$ cat src/rtl/fetch_stage_if.sv
// Front-end bundle between the fetch stage and its neighbours.
// It carries the hazard unit controls, the instruction memory port, the IF/ID
// register outputs and the performance counters.
// The fetch stage takes the master modport. The surrounding pipeline or the
// bench takes the slave modport.
interface fetch_stage_if #(
  parameter int CNT_WIDTH = 16
);
  logic                 load_enable;
  logic                 flush;
  logic [31:0]          redirect_target;
  logic [31:0]          imem_addr;
  logic [31:0]          imem_data;
  logic [31:0]          pc;
  logic [31:0]          fd_instruction;
  logic [31:0]          fd_pc_plus4;
  logic                 fd_valid;
  logic [CNT_WIDTH-1:0] stall_count;
  logic [CNT_WIDTH-1:0] flush_count;

  modport master (
    input  load_enable, flush, redirect_target, imem_data,
    output imem_addr, pc, fd_instruction, fd_pc_plus4, fd_valid,
           stall_count, flush_count
  );

  modport slave (
    output load_enable, flush, redirect_target, imem_data,
    input  imem_addr, pc, fd_instruction, fd_pc_plus4, fd_valid,
           stall_count, flush_count
  );
endinterface

$ cat src/rtl/fetch_stage.sv
// PC register plus IF/ID pipeline register for a 5-stage MIPS pipeline.
// Edge priority is reset > flush > stall > advance.
// A flush redirects the PC to a word-aligned target and loads a bubble into
// IF/ID. A stall holds everything.
// The RUN/BUBBLE state is the same bit as fd_valid.
module fetch_stage #(
  parameter logic [31:0] RESET_PC  = 32'h0000_0000,
  parameter logic [31:0] NOP_INSTR = 32'h0000_0000,
  parameter int          CNT_WIDTH = 16
) (
  input  logic          clk,
  input  logic          rst,
  fetch_stage_if.master bus
);

  typedef enum logic {
    BUBBLE = 1'b0,
    RUN    = 1'b1
  } state_t;

  localparam logic [CNT_WIDTH-1:0] CNT_MAX = '1;
  localparam logic [CNT_WIDTH-1:0] CNT_ONE = CNT_WIDTH'(1);
  // Force word alignment even if someone passes an unaligned reset vector.
  localparam logic [31:0] RESET_PC_ALIGNED = {RESET_PC[31:2], 2'b00};

  state_t               state_reg, state_next;
  logic [31:0]          pc_reg, pc_next;
  logic [31:0]          instr_reg, instr_next;
  logic [31:0]          pc_plus4_reg, pc_plus4_next;
  logic [CNT_WIDTH-1:0] stall_cnt_reg, stall_cnt_next;
  logic [CNT_WIDTH-1:0] flush_cnt_reg, flush_cnt_next;
  logic [31:0]          pc_incr;

  // Sequential PC wraps modulo 2^32 with no flag.
  assign pc_incr = pc_reg + 32'd4;

  // Next-state selection: flush beats stall, and stall beats advance.
  always_comb begin
    state_next     = state_reg;
    pc_next        = pc_reg;
    instr_next     = instr_reg;
    pc_plus4_next  = pc_plus4_reg;
    stall_cnt_next = stall_cnt_reg;
    flush_cnt_next = flush_cnt_reg;

    if (bus.flush) begin
      // A flush always wins. A stall that arrives with it is not counted.
      state_next    = BUBBLE;
      pc_next       = {bus.redirect_target[31:2], 2'b00};
      instr_next    = NOP_INSTR;
      pc_plus4_next = 32'd0;
      if (flush_cnt_reg != CNT_MAX) begin
        flush_cnt_next = flush_cnt_reg + CNT_ONE;
      end
    end else if (!bus.load_enable) begin
      if (stall_cnt_reg != CNT_MAX) begin
        stall_cnt_next = stall_cnt_reg + CNT_ONE;
      end
    end else begin
      state_next    = RUN;
      pc_next       = pc_incr;
      instr_next    = bus.imem_data;
      pc_plus4_next = pc_incr;
    end
  end

  // State registers; an active-low synchronous reset restarts fetch.
  always_ff @(posedge clk) begin
    if (!rst) begin
      state_reg     <= BUBBLE;
      pc_reg        <= RESET_PC_ALIGNED;
      instr_reg     <= NOP_INSTR;
      pc_plus4_reg  <= 32'd0;
      stall_cnt_reg <= '0;
      flush_cnt_reg <= '0;
    end else begin
      state_reg     <= state_next;
      pc_reg        <= pc_next;
      instr_reg     <= instr_next;
      pc_plus4_reg  <= pc_plus4_next;
      stall_cnt_reg <= stall_cnt_next;
      flush_cnt_reg <= flush_cnt_next;
    end
  end

  assign bus.imem_addr      = pc_reg;
  assign bus.pc             = pc_reg;
  assign bus.fd_instruction = instr_reg;
  assign bus.fd_pc_plus4    = pc_plus4_reg;
  assign bus.fd_valid       = (state_reg == RUN);
  assign bus.stall_count    = stall_cnt_reg;
  assign bus.flush_count    = flush_cnt_reg;

endmodule

$ cat src/flat_wrapper.sv
// flat-port wrapper written by rule: the top's interface ports become plain ports
module fetch_stage_flat 
#(
  parameter logic [31:0] RESET_PC  = 32'h0000_0000,
  parameter logic [31:0] NOP_INSTR = 32'h0000_0000,
  parameter int          CNT_WIDTH = 16
)
  (clk, rst, bus_load_enable, bus_flush, bus_redirect_target, bus_imem_data, bus_imem_addr, bus_pc, bus_fd_instruction, bus_fd_pc_plus4, bus_fd_valid, bus_stall_count, bus_flush_count);
  fetch_stage_if #(.CNT_WIDTH(CNT_WIDTH)) bus_i ();
  input  logic clk;
  input  logic rst;
  input wire logic [$bits(bus_i.load_enable)-1:0] bus_load_enable;
  input wire logic [$bits(bus_i.flush)-1:0] bus_flush;
  input wire logic [$bits(bus_i.redirect_target)-1:0] bus_redirect_target;
  input wire logic [$bits(bus_i.imem_data)-1:0] bus_imem_data;
  output wire logic [$bits(bus_i.imem_addr)-1:0] bus_imem_addr;
  output wire logic [$bits(bus_i.pc)-1:0] bus_pc;
  output wire logic [$bits(bus_i.fd_instruction)-1:0] bus_fd_instruction;
  output wire logic [$bits(bus_i.fd_pc_plus4)-1:0] bus_fd_pc_plus4;
  output wire logic [$bits(bus_i.fd_valid)-1:0] bus_fd_valid;
  output wire logic [$bits(bus_i.stall_count)-1:0] bus_stall_count;
  output wire logic [$bits(bus_i.flush_count)-1:0] bus_flush_count;
  assign bus_i.load_enable = bus_load_enable;
  assign bus_i.flush = bus_flush;
  assign bus_i.redirect_target = bus_redirect_target;
  assign bus_i.imem_data = bus_imem_data;
  assign bus_imem_addr = bus_i.imem_addr;
  assign bus_pc = bus_i.pc;
  assign bus_fd_instruction = bus_i.fd_instruction;
  assign bus_fd_pc_plus4 = bus_i.fd_pc_plus4;
  assign bus_fd_valid = bus_i.fd_valid;
  assign bus_stall_count = bus_i.stall_count;
  assign bus_flush_count = bus_i.flush_count;
  fetch_stage #(.RESET_PC(RESET_PC), .NOP_INSTR(NOP_INSTR), .CNT_WIDTH(CNT_WIDTH)) u_core (.clk(clk), .rst(rst), .bus(bus_i));
endmodule
$ cat config.mk
export PLATFORM = sky130hd
export DESIGN_NAME = fetch_stage_flat
export DESIGN_NICKNAME = d
export VERILOG_FILES = /design/src/rtl/fetch_stage_if.sv /design/src/rtl/fetch_stage.sv /design/src/flat_wrapper.sv
export SDC_FILE = /design/constraint.sdc
export NUM_CORES = 1
export LEC_CHECK = 0
export ABC_AREA = 1
export BUFFER_PORTS_ARGS = -buffer_cell sky130_fd_sc_hd__buf_2
export CAP_MARGIN = 20
export CORE_UTILIZATION = 50
export DETAILED_ROUTE_END_ITERATION = 10
export GPL_TIMING_DRIVEN = 0
export PLACE_DENSITY = 0.89
export SLEW_MARGIN = 0
export SYNTH_ARGS = -nofsm -noshare
export SYNTH_HDL_FRONTEND = slang
export SYNTH_SLANG_ARGS = --single-unit
$ cat constraint.sdc
create_clock -name clk -period 3.5 [get_ports clk]
set_input_delay 0.35 -clock clk [delete_from_list [all_inputs] [get_ports clk]]
set_output_delay 0.35 -clock clk [all_outputs]
set_load 0.01 [all_outputs]
==> key figures <==
Clocking
  – CTS max path bufs: 2
  – Clock sinks: 125
  – Hold_buf cts: 0
  – CTS buffer count: 17
  – Setup bufs post-CTS: 0
  – H-tree Lvls: 4
  – Clk pin slew, worst setup/hold paths: roughly 60 ps
  – CTS tree: yes
  – # resized after CTS: 0
  – Clk_lat worst skew: ~410 ps
  – CTS root buf: clkbuf_16

Drt
  – Vias: 6401
  – Antenna viol nets, final: 0
  – WL final: ~18000 um
  – TritonRoute pass-1 iters: 6
  – 1st-iter DRT viols: 536
  – Routed len/inst: approximately 15 um
  – DRC viols: 0
  – Vias/cell: 5.145

STA
  – Fmax: 521.3 MHz
  – Relative slew slack: 51.30%
  – RSZ-0062 raised after global routing: no
  – Final Slew Violations: 0
  – Final setup fails: 0
  – Crit path time final: between 1500 and 2000 ps
  – Final hold vios: 0
  – Worst slew pin tran: 730.5 ps
  – Final Cycle Share: 54.81%
  – Post-Route Skew: 7.455 ps
  – Sum of negative setup slack: 0 ps

Synth
  – Compound-Gate Fraction of Synth Area: roughly 14%
  – Synth Register Bits: roughly 130
  – Cell with the most instances after synthesis: nand2_1
  – Cells after Synth: approximately 840
  – Adder-cell share of the synthesized area: 0.6122%
  – Largest cells by area after synthesis: dfxtp_1, nand2_1, nor2_1
  – Netlist cell types: 38
  – Xor-xnor portion of the synthesized cell area: 2.429%
  – Mapped cell area: 6131 um^2
  – Post-Synth Simple-Gate Area: 31.02%
  – Post-synth top cells: nand2_1, dfxtp_1, nor2_1
  – Average cell area after synthesis: 7.290 um^2
  – Yosys warns: 0
  – Yosys top cell area share: around two fifths
  – Mux cell area share after synthesis: 0%
  – Top cell type by total area after synthesis: dfxtp_1
  – Top FF cell, synth: dfxtp_1
  – Largest family of logic cells by synthesized area: simple AND/OR/NAND/NOR gates
  – Ys async rst share: 0%
  – EDFF count, synth: 0
  – Seq/Total Area, Yosys: a little over 40%

Global route
  – GRT Resource Usage Total: 28.32%
  – GRT overflow: 0
  – Initial antenna violation count: 0
  – Vias in the first global route: a little under 6k
  – Largest net degree at the start of global routing: 17
  – First-pass GRT wire length: ~28000 um

Die
  – DIE HEIGHT: roughly 110 um
  – Total Die Area: ~13000 um^2
  – Horiz. Die Dim: about 110 um
  – Ports: 229
  – Rows: 40
  – Starting density of the core: between 50% and 60%
  – Core ar.: 11960 um^2

Layout
  – Area Overhead vs Synth: 31.12%
  – Share of cells above drive strength 1: 31.18%
  – Multi-input logic area: 2989 um^2
  – Final net count: 1155
  – Final Cell Area: 8039 um^2
  – Reg area: 2502 um^2
  – Fillers: 991
  – # diodes: 0

Critical path
  – CP startpoint kind: register
  – Largest stage delay on the critical path: 470 ps
  – R2r setup slk: about 1600 ps
  – CP Capture Type: register
  – Worst path most repeated cell: nand2_1
  – Critical path class: reg -> reg
  – Critical path's slowest cell: dfxtp_1
  – CP Max Fanout: 8
  – Crit path cell chain: ha_1, nand3_1, inv_1, nand2_1, nor2_1, nand2_1, a21oi_1, nand2_1, nand2_1
  – Worst path arrival time: 2270 ps
  – Worst r2r src: u_core.bus.imem_addr[2]
  – Register-to-Register Path Depth: 9
  – CP required: 3850 ps
  – Worst r2r dst: u_core.bus.fd_pc_plus4[26]

Hold path
  – HP Start: bus_redirect_target[23]
  – HP Class: in -> reg
  – Hold depth: 3
  – Hold EP: u_core.bus.imem_addr[23]

Placement
  – Dpl cell area: 7430 um^2
  – Routability congestion estimate: 0.9583
  – PortBufs: roughly 220
  – Detailed placement HPWL: 13350 um

Run status
  – Status: finished, final reports clean

Power and ir drop
  – Peak VDD IR: about 0.0003 V
  – Pwr/cell area: 455.9 nW/um^2
  – Leakage: 3.953 nW

Flow run
  – Max-cap violations: 0
==> cells in the final DEF (no fill, tap or decap), types with 3 or more instances in the layout <==
master / n
buf_4: 39
xnor2_1: 5
nand3_1: 54
o21ai_0: 17
xor2_1: 12
a32oi_1: 22
dfxtp_1: 125
a22o_1: 30
clkinv_4: 4
a21oi_2: 10
clkinv_2: 3
buf_2: 230
bufinv_16: 3
a22oi_1: 8
clkbuf_1: 11
a21oi_1: 24
nor2_2: 7
nand4_1: 14
nor2_1: 86
nor2_4: 5
ha_1: 3
nand2_1: 266
clkbuf_16: 17
conb_1: 6
or2_2: 4
clkinvlp_4: 4
nand2_2: 6
inv_1: 60
o211ai_1: 4
==> cell families (layout without fill, tap and decap cells) <==
family,count (synthesis),in the layout
compound gates,120,120
xor+xnor,17,17
buf+inv,126,377
flops,125,125
fa+ha+maj,3,3
other cells,1,6
simple gates,449,449
==> flip-flops by register name, summed over array words and instances, names as in the netlist <==
signal and count:
u_core.bus.stall_count 16, u_core.bus.fd_pc_plus4 30, u_core.bus.imem_addr 30, u_core.bus.flush_count 16, u_core.bus.fd_valid 1, u_core.bus.fd_instruction 32
==> layer usage <==
metal  vias up  GRT usage (%)  share of wire (%)
li1       3214              -                  -
met2       296          47.98                 48
met3        20          5.624                7.7
met5         -              0                  0
met4         0          9.244                1.2
met1      2871          36.22                 44
==> worst max path at each step <==
stage                                         start                          to  depth (start not counted)
final                       u_core.bus.imem_addr[2]  u_core.bus.fd_pc_plus4[26]                          9
after global routing        u_core.bus.imem_addr[2]  u_core.bus.fd_pc_plus4[30]                          8
after CTS                 u_core.bus.stall_count[0]   u_core.bus.stall_count[4]                          9
after detailed placement                  bus_flush   u_core.bus.fd_pc_plus4[7]                          8
after global placement                    bus_flush    u_core.bus.imem_addr[31]                          8
after floorplan           u_core.bus.stall_count[0]   u_core.bus.stall_count[0]                          9
==> final cells by class <==
| class | instances | share of cell area (%) |
|---|---|---|
| buffer | 64 | 5.292 |
| sequential | 125 | 31.13 |
| clock inverter | 14 | 2.117 |
| tap | 147 | 2.288 |
| timing repair buffer | 219 | 13.63 |
| inverter | 62 | 2.895 |
| multi-input combinational | 595 | 37.18 |
| clock buffer | 18 | 5.463 |
==> worst max-delay path, delay by kind of cell, from the launching register on <==
kind,cells,cell delay (ps)
buffers and inverters,1,160
adder cells (fa/ha/maj),1,240
AO/OA/AOI/OAI,1,130
flip-flops,1,470
AND/OR/NAND/NOR,6,860
==> per-stage QoR <==
stage | std cells | worst slack (ps) | util (%) | hold WS (ps) | power, mW
after global placement | 1212 | 1651 | 62.11 | 432.9 | 1.879
after floorplan | 846 | 1894 | - | 462.3 | 1.733
after global routing | 1244 | 1423 | 67.21 | 141.0 | 3.785
after CTS | 1244 | 1609 | 67.21 | 126.3 | 3.672
after detailed placement | 1212 | 1647 | 62.11 | 435.9 | 1.885
final | 1244 | 1582 | 67.21 | 137.9 | 3.665
==> power breakdown <==
group	switching [mW]	total, mW	leakage [nW]	internal [mW]
Combinational	0.179	0.329	2.65	0.150
Clock	0.669	1.81	0.288	1.14
Sequential	0.0603	1.53	1.02	1.47
Total	0.908	3.67	3.95	2.76
Note: power is estimated with default switching activity, not from simulation.
